===== src/rtl/fetch_redirect_unit.sv =====
// IF-stage PC sequencer: redirect target selection, imem req/ack fetch and the IF/ID register.
// Optional FETCH_PERF_CNT_EN adds a saturating redirect_count output.
module fetch_redirect_unit #(
    parameter logic [31:0] RESET_PC  = 32'h0000_0000,
    parameter logic [31:0] NOP_INSTR = 32'h0000_0000
) (
    input  logic        clk,
    input  logic        rst,
    input  logic        pc_src,
    input  logic        is_j,
    input  logic        if_flush,
    input  logic [15:0] branch_imm,
    input  logic [25:0] jump_index,
    input  logic        stall,
    output logic        imem_req,
    output logic [31:0] imem_addr,
    input  logic        imem_ack,
    input  logic [31:0] imem_rdata,
    output logic [31:0] if_id_instr,
    output logic [31:0] if_id_pc4,
    output logic        if_id_valid
`ifdef FETCH_PERF_CNT_EN
    ,
    output logic [15:0] redirect_count
`endif
);

    typedef enum logic [1:0] {BOOT, FETCH, HOLD, DROP} state_e;

    state_e      state_q, state_d;
    logic [31:0] pc_q, pc_d;
    logic [31:0] redir_pc_q, redir_pc_d;
    logic [31:0] buf_q, buf_d;
    logic [31:0] instr_q, instr_d;
    logic [31:0] pc4_q, pc4_d;
    logic        valid_q, valid_d;

    logic        redirect;
    logic [31:0] target;
    logic        fill;
    logic [31:0] fill_word;

    // A stalled branch re-resolves next cycle, so stall masks the redirect.
    assign redirect = !stall && valid_q && (is_j || pc_src);
    assign target   = is_j ? {pc4_q[31:28], jump_index, 2'b00}
                           : pc4_q + {{14{branch_imm[15]}}, branch_imm, 2'b00};

    assign imem_addr   = pc_q;
    assign if_id_instr = instr_q;
    assign if_id_pc4   = pc4_q;
    assign if_id_valid = valid_q;

    always_comb begin
        state_d    = state_q;
        pc_d       = pc_q;
        redir_pc_d = redir_pc_q;
        buf_d      = buf_q;
        fill       = 1'b0;
        fill_word  = imem_rdata;
        imem_req   = 1'b0;
        case (state_q)
            BOOT: state_d = FETCH;
            FETCH: begin
                imem_req = 1'b1;
                if (redirect && imem_ack) begin
                    pc_d = target;
                end else if (redirect) begin
                    // Keep pc so the outstanding request address stays stable.
                    redir_pc_d = target;
                    state_d    = DROP;
                end else if (imem_ack && !stall) begin
                    fill = 1'b1;
                    pc_d = pc_q + 32'd4;
                end else if (imem_ack) begin
                    buf_d   = imem_rdata;
                    state_d = HOLD;
                end
            end
            HOLD: begin
                if (stall) begin
                    state_d = HOLD;
                end else if (redirect) begin
                    pc_d    = target;
                    state_d = FETCH;
                end else begin
                    fill      = 1'b1;
                    fill_word = buf_q;
                    pc_d      = pc_q + 32'd4;
                    state_d   = FETCH;
                end
            end
            DROP: begin
                imem_req = 1'b1;
                if (redirect) redir_pc_d = target;
                if (imem_ack) begin
                    pc_d    = redirect ? target : redir_pc_q;
                    state_d = FETCH;
                end
            end
            default: state_d = BOOT;
        endcase
    end

    always_comb begin
        instr_d = instr_q;
        pc4_d   = pc4_q;
        valid_d = valid_q;
        if (!stall) begin
            if (fill) begin
                instr_d = fill_word;
                pc4_d   = pc_q + 32'd4;
                valid_d = 1'b1;
            end else begin
                instr_d = NOP_INSTR;
                valid_d = 1'b0;
            end
        end
    end

    always_ff @(posedge clk) begin
        if (rst) begin
            state_q    <= BOOT;
            pc_q       <= RESET_PC;
            redir_pc_q <= 32'h0;
            buf_q      <= 32'h0;
            instr_q    <= NOP_INSTR;
            pc4_q      <= 32'h0;
            valid_q    <= 1'b0;
        end else begin
            state_q    <= state_d;
            pc_q       <= pc_d;
            redir_pc_q <= redir_pc_d;
            buf_q      <= buf_d;
            instr_q    <= instr_d;
            pc4_q      <= pc4_d;
            valid_q    <= valid_d;
        end
    end

`ifdef FETCH_PERF_CNT_EN
    logic [15:0] redirect_cnt_q;

    always_ff @(posedge clk) begin
        if (rst) begin
            redirect_cnt_q <= 16'h0;
        end else if (redirect && redirect_cnt_q != 16'hFFFF) begin
            redirect_cnt_q <= redirect_cnt_q + 16'd1;
        end
    end

    assign redirect_count = redirect_cnt_q;
`endif

    a_redirect_flush: assert property (@(posedge clk) disable iff (rst)
        redirect |-> if_flush);

    a_addr_stable: assert property (@(posedge clk) disable iff (rst)
        (imem_req && !imem_ack) |=> $stable(imem_addr));

endmodule


===== config.mk =====
export PLATFORM = sky130hd
export DESIGN_NAME = fetch_redirect_unit
export DESIGN_NICKNAME = d
export VERILOG_FILES = /design/src/rtl/fetch_redirect_unit.sv
export SDC_FILE = /design/constraint.sdc
export NUM_CORES = 1
export LEC_CHECK = 0
export CAP_MARGIN = 20
export CORE_UTILIZATION = 35
export DETAILED_ROUTE_END_ITERATION = 8
export SLEW_MARGIN = 25
export SYNTH_ARGS = -nofsm -noshare
export SYNTH_HDL_FRONTEND = slang
export SYNTH_SLANG_ARGS = --single-unit

===== constraint.sdc =====
create_clock -name clk -period 3.91 [get_ports clk]
set_clock_uncertainty 0.2 [all_clocks]
set_input_delay 0.782 -clock clk [delete_from_list [all_inputs] [get_ports clk]]
set_output_delay 0.782 -clock clk [all_outputs]
set_load 0.03 [all_outputs]

After elaboration in Yosys (flattened, before gate mapping)
Index checks and enable logic that the tools add are counted.
W data, S select, Z words.
{"block": "word_totals", "ff_bits": 163, "latchBits": 0, "mem_bits_rw": 0, "rom_bits": 0, "in_bits": 81, "output_inout_bits": 98, "word_cells": 67, "n_memories": 0}
{"block": "op_classes", "addsub": 2, "n_mul": 0, "div": 0, "n_lt_le_gt_ge": 0, "eq_ne": 10, "shifts": 0, "mux": 29, "bitwise": 4, "reduce_logical": 15}
{"operator": "$mux W32", "n": 12}
{"operator": "$pmux W32 S3", "n": 1}
{"operator": "$pmux W32 S2", "n": 1}
{"operator": "$add A32 B3 Y32 const B", "n": 1}
{"operator": "$add A32 B32 Y32", "n": 1}
{"operator": "$mux W2", "n": 6}
{"operator": "$ne A3 B3 Y1 const B", "n": 4}
{"operator": "$reduce_and A5 Y1", "n": 2}
{"operator": "$pmux W2 S4", "n": 1}
{"operator": "$mux W1", "n": 7}
{"operator": "$ne A2 B2 Y1 const B", "n": 3}
{"operator": "$eq A2 B2 Y1 const B", "n": 2}
{"operator": "$logic_and A1 B1 Y1", "n": 4}
{"operator": "$not A1 Y1", "n": 4}
{"operator": "$reduce_and A2 Y1", "n": 2}
{"operator": "$reduce_and A4 Y1", "n": 1}
{"operator": "$reduce_bool A3 Y1", "n": 1}
{"operator": "$eq A2 B1 Y1 const B", "n": 1}
{"operator": "$logic_not A2 Y1", "n": 1}
{"operator": "$pmux W1 S2", "n": 1}
{"operator": "$reduce_bool A2 Y1", "n": 1}
{"operator": "$reduce_or A2 Y1", "n": 1}
{"operator": "$logic_not A1 Y1", "n": 1}
{"operator": "$logic_or A1 B1 Y1", "n": 1}

Depth between registers and ports, before layout
Gate-level depths: netlist of the first run.
{"block": "depth", "depth_word": 7, "depth_mapped": 12, "mapped_depth_nobuf": 12}

Worst setup path after synthesis of the first run
Ideal clock, no wire load.
{"block": "synth_path", "path_kind": "in2reg", "start": "in branch_imm[0]", "end": "reg redir_pc_q[18]", "setup_time_ns": 0.079, "t_arrival_ns": 2.873, "required_time_ns": 3.631, "slack_ns": 0.758, "stages": 12, "path_buffers": 0, "path_cell_list": "ha_1 inv_1 fa_1 nor2b_4 o31a_1 a21o_1 o21ai_2 a21oi_2 a21o_1 a2111oi_2 nor3b_1 a211oi_2"}
{"block": "synth_between", "elab_chain_cells": 5}
{"item": "start, declared", "line_no": "12", "text": "input logic [15:0] branch_imm,"}
{"item": "$add A32 B32 Y32 *", "line_no": "46", "text": ": pc4_q + {{14{branch_imm[15]}}, branch_imm, 2'b00};"}
{"item": "$mux W32 *", "line_no": "45", "text": "assign target = is_j ? {pc4_q[31:28], jump_index, 2'b00}"}
{"item": "$mux W32 *", "line_no": "67, 94"}
{"item": "$mux W32", "line_no": "65", "text": "if (redirect && imem_ack) begin"}
{"item": "$pmux W32 S2 *", "line_no": "61", "text": "case (state_q)"}
{"item": "end signal, assigned", "line_no": "132", "text": "redir_pc_q <= redir_pc_d;"}
{"item": "end, declared", "line_no": "32", "text": "logic [31:0] redir_pc_q, redir_pc_d;"}
Every way passes the cells marked *; elsewhere a longest branch is shown, timed or not. The select of a mux whose other input is x is not followed.
A chain may end at the register's enable or synchronous reset.

Worst setup path after layout of the first run
{"block": "layout_path", "start": "in branch_imm[1]", "end": "reg pc_q[19], in the netlist imem_addr[19]"}
{"block": "layout_between", "elab_chain_cells": 5, "word_cells_on_any_way": 8, "cone_classes": "add/sub (1); mux (7)"}
{"item": "$add A32 B32 Y32 *", "line_no": "46"}
{"item": "$mux W32 *", "line_no": "45"}
{"item": "$mux W32 (on tied branches)"}
{"item": "$mux W32 (on tied branches)", "line_no": "95, 80"}
{"item": "$pmux W32 S3 *", "line_no": "61"}
{"item": "end signal, assigned", "line_no": "131", "text": "pc_q <= pc_d;"}
{"item": "end, declared", "line_no": "31", "text": "logic [31:0] pc_q, pc_d;"}
Marks and branches as above.

==> metrics, run 1 <==
status=finished clean; Yosys reg bits=163; FP Rows=60; top cells by area, synth=dfxtp_1 (34%), a21oi_1 (9.5%), nand2_1 (9.0%), nor2_1 (6.9%), ha_1 (4.4%); worst setup margin=0.332 ns; HPWL Detailed=22.2 mm; First DRT Iteration DRCs=811; CTS Buffer Depth=2; combinational family with the most area after synthesis=compound AO/OA/AOI/OAI gates; most frequent cells in the layout=nand2_1 (230), a21oi_1 (182), clkdlybuf4s50_1 (175); Pwr Density=462 nW/um2; cts repair resizes=0; CTS H-tree depth=4; maximum vdd drop=0.000295 V; Ys Warns=0; commonest non-fill, non-tap cell in the layout=nand2_1; vias per cell=5.52; DIE WIDTH=168 um; dpl ws=0.00466 ns; Design Power=5.73 mW; post-synth top area share=34.0%; Num CTS Buffers=17; Main synth FF type=dfxtp_1; area of the die=28,100 um2; critical path class=primary input to flop; n_diodes=0; post-synthesis mux area share=0.964%; Post-CTS Setup Bufs=0; adder-cell share of the synthesized area=4.64%; syn nets=1,426; area added between synthesis and finish=29.3%; hold_buf cts=0; initial core utilization=35.6%; post-route DRC violation count=0; core area=27,000 um2; final setup fails=0; Final ANT Viol Nets=0; Mean Syn Cell Area=7.33 um2; clk_lat worst skew=0.43 ns; Synth Area in Simple Gates=24.5%; Slew Limit Headroom=52.9%; period utilisation layout=91.5%; mean routed wirelength per cell=17.6 um; EDFF count, synth=0; Crit Path Max Fanout=6; gr usage total=22.5%; ys async rst share=0%; Crit path arrival time=3.67 ns; Hold WC Path Type=flop to flop; vias=10.0k; max-slew violation count=0; Critical Path Source Type=primary input; Routed Wire Length=32.0 mm; Max Clock Freq=279 MHz; Final nets=1,579; Synth area leader=dfxtp_1; CTS Root Cell=clkbuf_16; die height=168 um; Hold Fails Final Rpt=0; post-synthesis sequential area ratio=34.0%; iteration count of the initial detailed-routing pass=5; grt ovf=0; share of cells above drive strength 1=7.86%; Tmin final=3.58 ns; Cells after Synth=1,310; Compound-Gate Fraction of Synth Area=27.4%; Pleak=4.58 nW; register area=3260 um2; Synth Area in XOR/XNOR=4.10%; I/O Buffers=177; Worst-Margin Slew=0.700 ns; Mapped Area=9600 um2; num ports=179; clock-pin slew on the worst setup and hold paths=0.07 ns; first-pass GRT wire length=50.5 mm; CTS tree=done; area occupied by multi-input gates=5920 um2; vias in the first global route=9,319; RSZ-0062 raised after global routing=false; final-layout fill cell count=2,698; Yosys cell types=78; initial antenna violation count=0; CP Capture Type=flop; pin count of the biggest net entering global routing=110; Fin Setup TNS=0 ns; GPL Wtd Cong=0.966; Critical Path RT=4.00 ns; clock sink count=163; Max Cap Viol=0
-- final timing paths --
path                            depth (start not counted)          start            end  slack (ns)
worst max-delay path                                   12  branch_imm[1]  imem_addr[19]        0.33
worst min-delay path                                    2      buf_q[28]      buf_q[28]        0.26
worst max register to register                          9     state_q[0]  imem_addr[24]        0.59
worst min register to register                          2      buf_q[28]      buf_q[28]        0.26
-- layout make-up --
type,count,share of cell area [%]
clock buffers,19,3.65
clock inverters,13,0.927
inverters,22,0.665
multi-input cells,1035,47.7
flip-flops and latches,163,26.3
well taps,341,3.44
repair buffers,224,17.4
-- cell families after synthesis --
logic type | Yosys count
mux | 9
buf+inv | 112
simple gates | 533
xor+xnor | 45
fa+ha+maj | 35
compound gates | 413
flops | 163
-- metal layers --
layer	track usage (%)	routed length (um)	up-vias
li1	-	-	4942
met1	31.7	14900	4657
met2	34.4	14100	396
met3	4.87	2520	39
met4	5.74	538	0
met5	0	0	-
-- synth_stat cells (all sizes together), types with 5 or more instances --
cell type / instances
a211oi: 55
a21o: 18
a21oi: 185
a22oi: 6
a311oi: 6
a31oi: 9
and2: 5
and3: 6
and4: 6
buf: 12
clkbuf: 78
dfxtp: 163
ha: 34
inv: 21
mux2i: 7
nand2: 231
nand2b: 7
nand3: 31
nand3b: 5
nand4: 7
nor2: 176
nor2b: 7
nor3: 35
o211ai: 8
o21ai: 61
o221ai: 6
o22ai: 5
o31ai: 9
or3: 5
xnor2: 22
xor2: 23
-- metrics by stage --
step,instances,util [%],hold WS [ns],area [um2]
after CTS,1817,46.1,0.259,12400
after global routing,1817,46.1,0.277,12400
after floorplan,1310,-,0.232,9600
final,1817,46.1,0.255,12400
after global placement,1785,44.0,0.238,11800
after detailed placement,1785,44.0,0.248,11800
-- where the power goes --
part | leakage [nW] | switching, mW | internal [mW] | total (mW)
combinational | 2.98 | 1.26 | 0.817 | 2.08
clock | 0.278 | 0.764 | 0.870 | 1.63
sequential | 1.32 | 0.202 | 1.82 | 2.02
total | 4.58 | 2.22 | 3.51 | 5.73
-- critical path: stages --
cell	delay, ns
clkdlybuf4s50_1	0.43
ha_1	0.34
a211oi_2	0.23
o21bai_1	0.17
o21ai_2	0.35
o221ai_4	0.23
a21boi_1	0.26
xor2_1	0.31
buf_4	0.18
a211oi_1	0.07
o211ai_1	0.22
a21oi_1	0.09
-- registers in the layout (all words and copies together), names as in the netlist --
signal / count
buf_q: 32
if_id_instr: 32
if_id_pc4: 32
imem_addr: 32
redir_pc_q: 32
state_q: 2
if_id_valid: 1
(Power assumes the default switching activity.)
==> run 2: changes to the inputs <==
clock period = 3.75 ns   (was 3.91 ns; I/O delays follow)
==> metrics, run 2 (same netlist as run 1, synthesis figures left out) <==
GPL Wtd Cong=0.880; share of cells above drive strength 1=9.51%; Routed Wire Length=32.2 mm; Crit path arrival time=3.58 ns; post-route DRC violation count=0; Tmin final=3.48 ns; initial antenna violation count=1; gr usage total=22.8%; mean routed wirelength per cell=17.5 um; CTS Buffer Depth=2; CP most frequent cell=a21o_1; Hold Fails Final Rpt=0; Pleak=4.71 nW; commonest non-fill, non-tap cell in the layout=nand2_1; die height=168 um; first-pass GRT wire length=51.2 mm; HPWL Detailed=22.2 mm; Pwr Density=481 nW/um2; area of the die=28,100 um2; DIE WIDTH=168 um; Internal=3.67 mW; area added between synthesis and finish=31.5%; num ports=179; clock-pin slew on the worst setup and hold paths=0.07 ns; hold_buf cts=0; most frequent cells in the layout=nand2_1 (230), a21oi_1 (182), clkdlybuf4s50_1 (175); Design Power=6.08 mW; CTS H-tree depth=4; pin count of the biggest net entering global routing=78; Crit Path Max Fanout=3; grt ovf=0; maximum vdd drop=0.000276 V; Net Sw Frac=39.6%; CP Cell Sequence=clkdlybuf4s50_1, ha_1, inv_1, fa_1, nor2b_4, o31a_1, a21o_1, o21ai_2, a21oi_2, a21o_1, a2111oi_2, nor3b_1, buf_4, a211oi_2; max incr delay on CP=0.46 ns; Clk pwr share=29.3%; critical path class=primary input to flop; max-slew violation count=0; CP Buf/Inv Count=3; vias=10.1k; status=finished clean; CTS Root Cell=clkbuf_16; crit-path leading delay family=compound AO/OA/AOI/OAI gates; I/O Buffers=177; core area=27,000 um2; Final Util=46.9%; Num CTS Buffers=17; initial core utilization=35.6%; iteration count of the initial detailed-routing pass=7; register share of total power=34.7%; vias in the first global route=9,517; Critical Path Source Type=primary input; Max Cap Viol=0; Comb pwr share=36.1%; FP Rows=60; Hold WC Path Type=flop to flop; CTS tree=done; final setup fails=0; period utilisation layout=92.8%; Slew Limit Headroom=49.2%; Critical Path RT=3.85 ns; clock sink count=163; Final nets=1,606; Final ANT Viol Nets=0; switching pwr=2.41 mW; RSZ-0062 raised after global routing=false; Worst-Margin Slew=0.763 ns; First DRT Iteration DRCs=898; Post-CTS Setup Bufs=0; vias per cell=5.47; cts repair resizes=0; CP max stage cell=clkdlybuf4s50_1; clk_lat worst skew=0.44 ns; CP Capture Type=flop; Max Clock Freq=287 MHz
## run 2: cell type report
type | instances | area (um2)
Multi-Input combinational cell | 1035 | 5920
Sequential cell | 163 | 3260
Antenna cell | 1 | 2.50
Clock inverter | 15 | 166
Clock buffer | 17 | 425
Tap cell | 341 | 427
Timing Repair Buffer | 251 | 2340
Inverter | 22 | 82.6
Fill cell | 2661 | 14300
## run 2: worst reg2reg max path: stages (launching register included)
cell and delay (ns):
dfxtp_1 0.37, inv_1 0.09, ha_1 0.38, o21ai_0 0.65
nand2_1 0.60, o31ai_2 0.35, a21oi_1 0.09, nor2b_1 0.17
a2111oi_2 0.32
## run 2: worst paths after layout
check                start              to  slack [ns]  depth (start not counted)
min reg2reg      buf_q[30]       buf_q[30]        0.26                          2
min              buf_q[30]       buf_q[30]        0.26                          2
max reg2reg     state_q[0]   imem_addr[24]        0.44                          8
max          branch_imm[0]  redir_pc_q[18]        0.27                         14
## run 2: layer usage
metal | vias to the layer above | wire length [um] | global-route usage (%)
met5 | - | 0 | 0
met4 | 0 | 629 | 6.78
met3 | 38 | 2330 | 5.11
met2 | 342 | 14200 | 34.9
met1 | 4733 | 15100 | 31.9
li1 | 4988 | - | -
## run 2: power groups by stage
stage | combinational, mW | sequential (mW) | clock (mW)
after floorplan | 1.10 | 2.36 | 0
after global routing | 2.38 | 2.13 | 1.88
after global placement | 2.16 | 2.14 | 0
after CTS | 2.19 | 2.10 | 1.80
final | 2.19 | 2.11 | 1.78
after detailed placement | 2.18 | 2.14 | 0
## run 2: metrics by stage
stage / cells / setup slack (ns) / hold WS, ns / cell area (um2) / setup TNS [ns]
final: 1845 / 0.271 / 0.257 / 12600 / 0
after floorplan: 1310 / 0.630 / 0.232 / 9600 / 0
after CTS: 1844 / 0.280 / 0.256 / 12600 / 0
after global placement: 1812 / -0.120 / 0.240 / 12000 / -0.340
after global routing: 1845 / 0.0999 / 0.275 / 12600 / 0
after detailed placement: 1812 / -0.148 / 0.247 / 12000 / -0.421
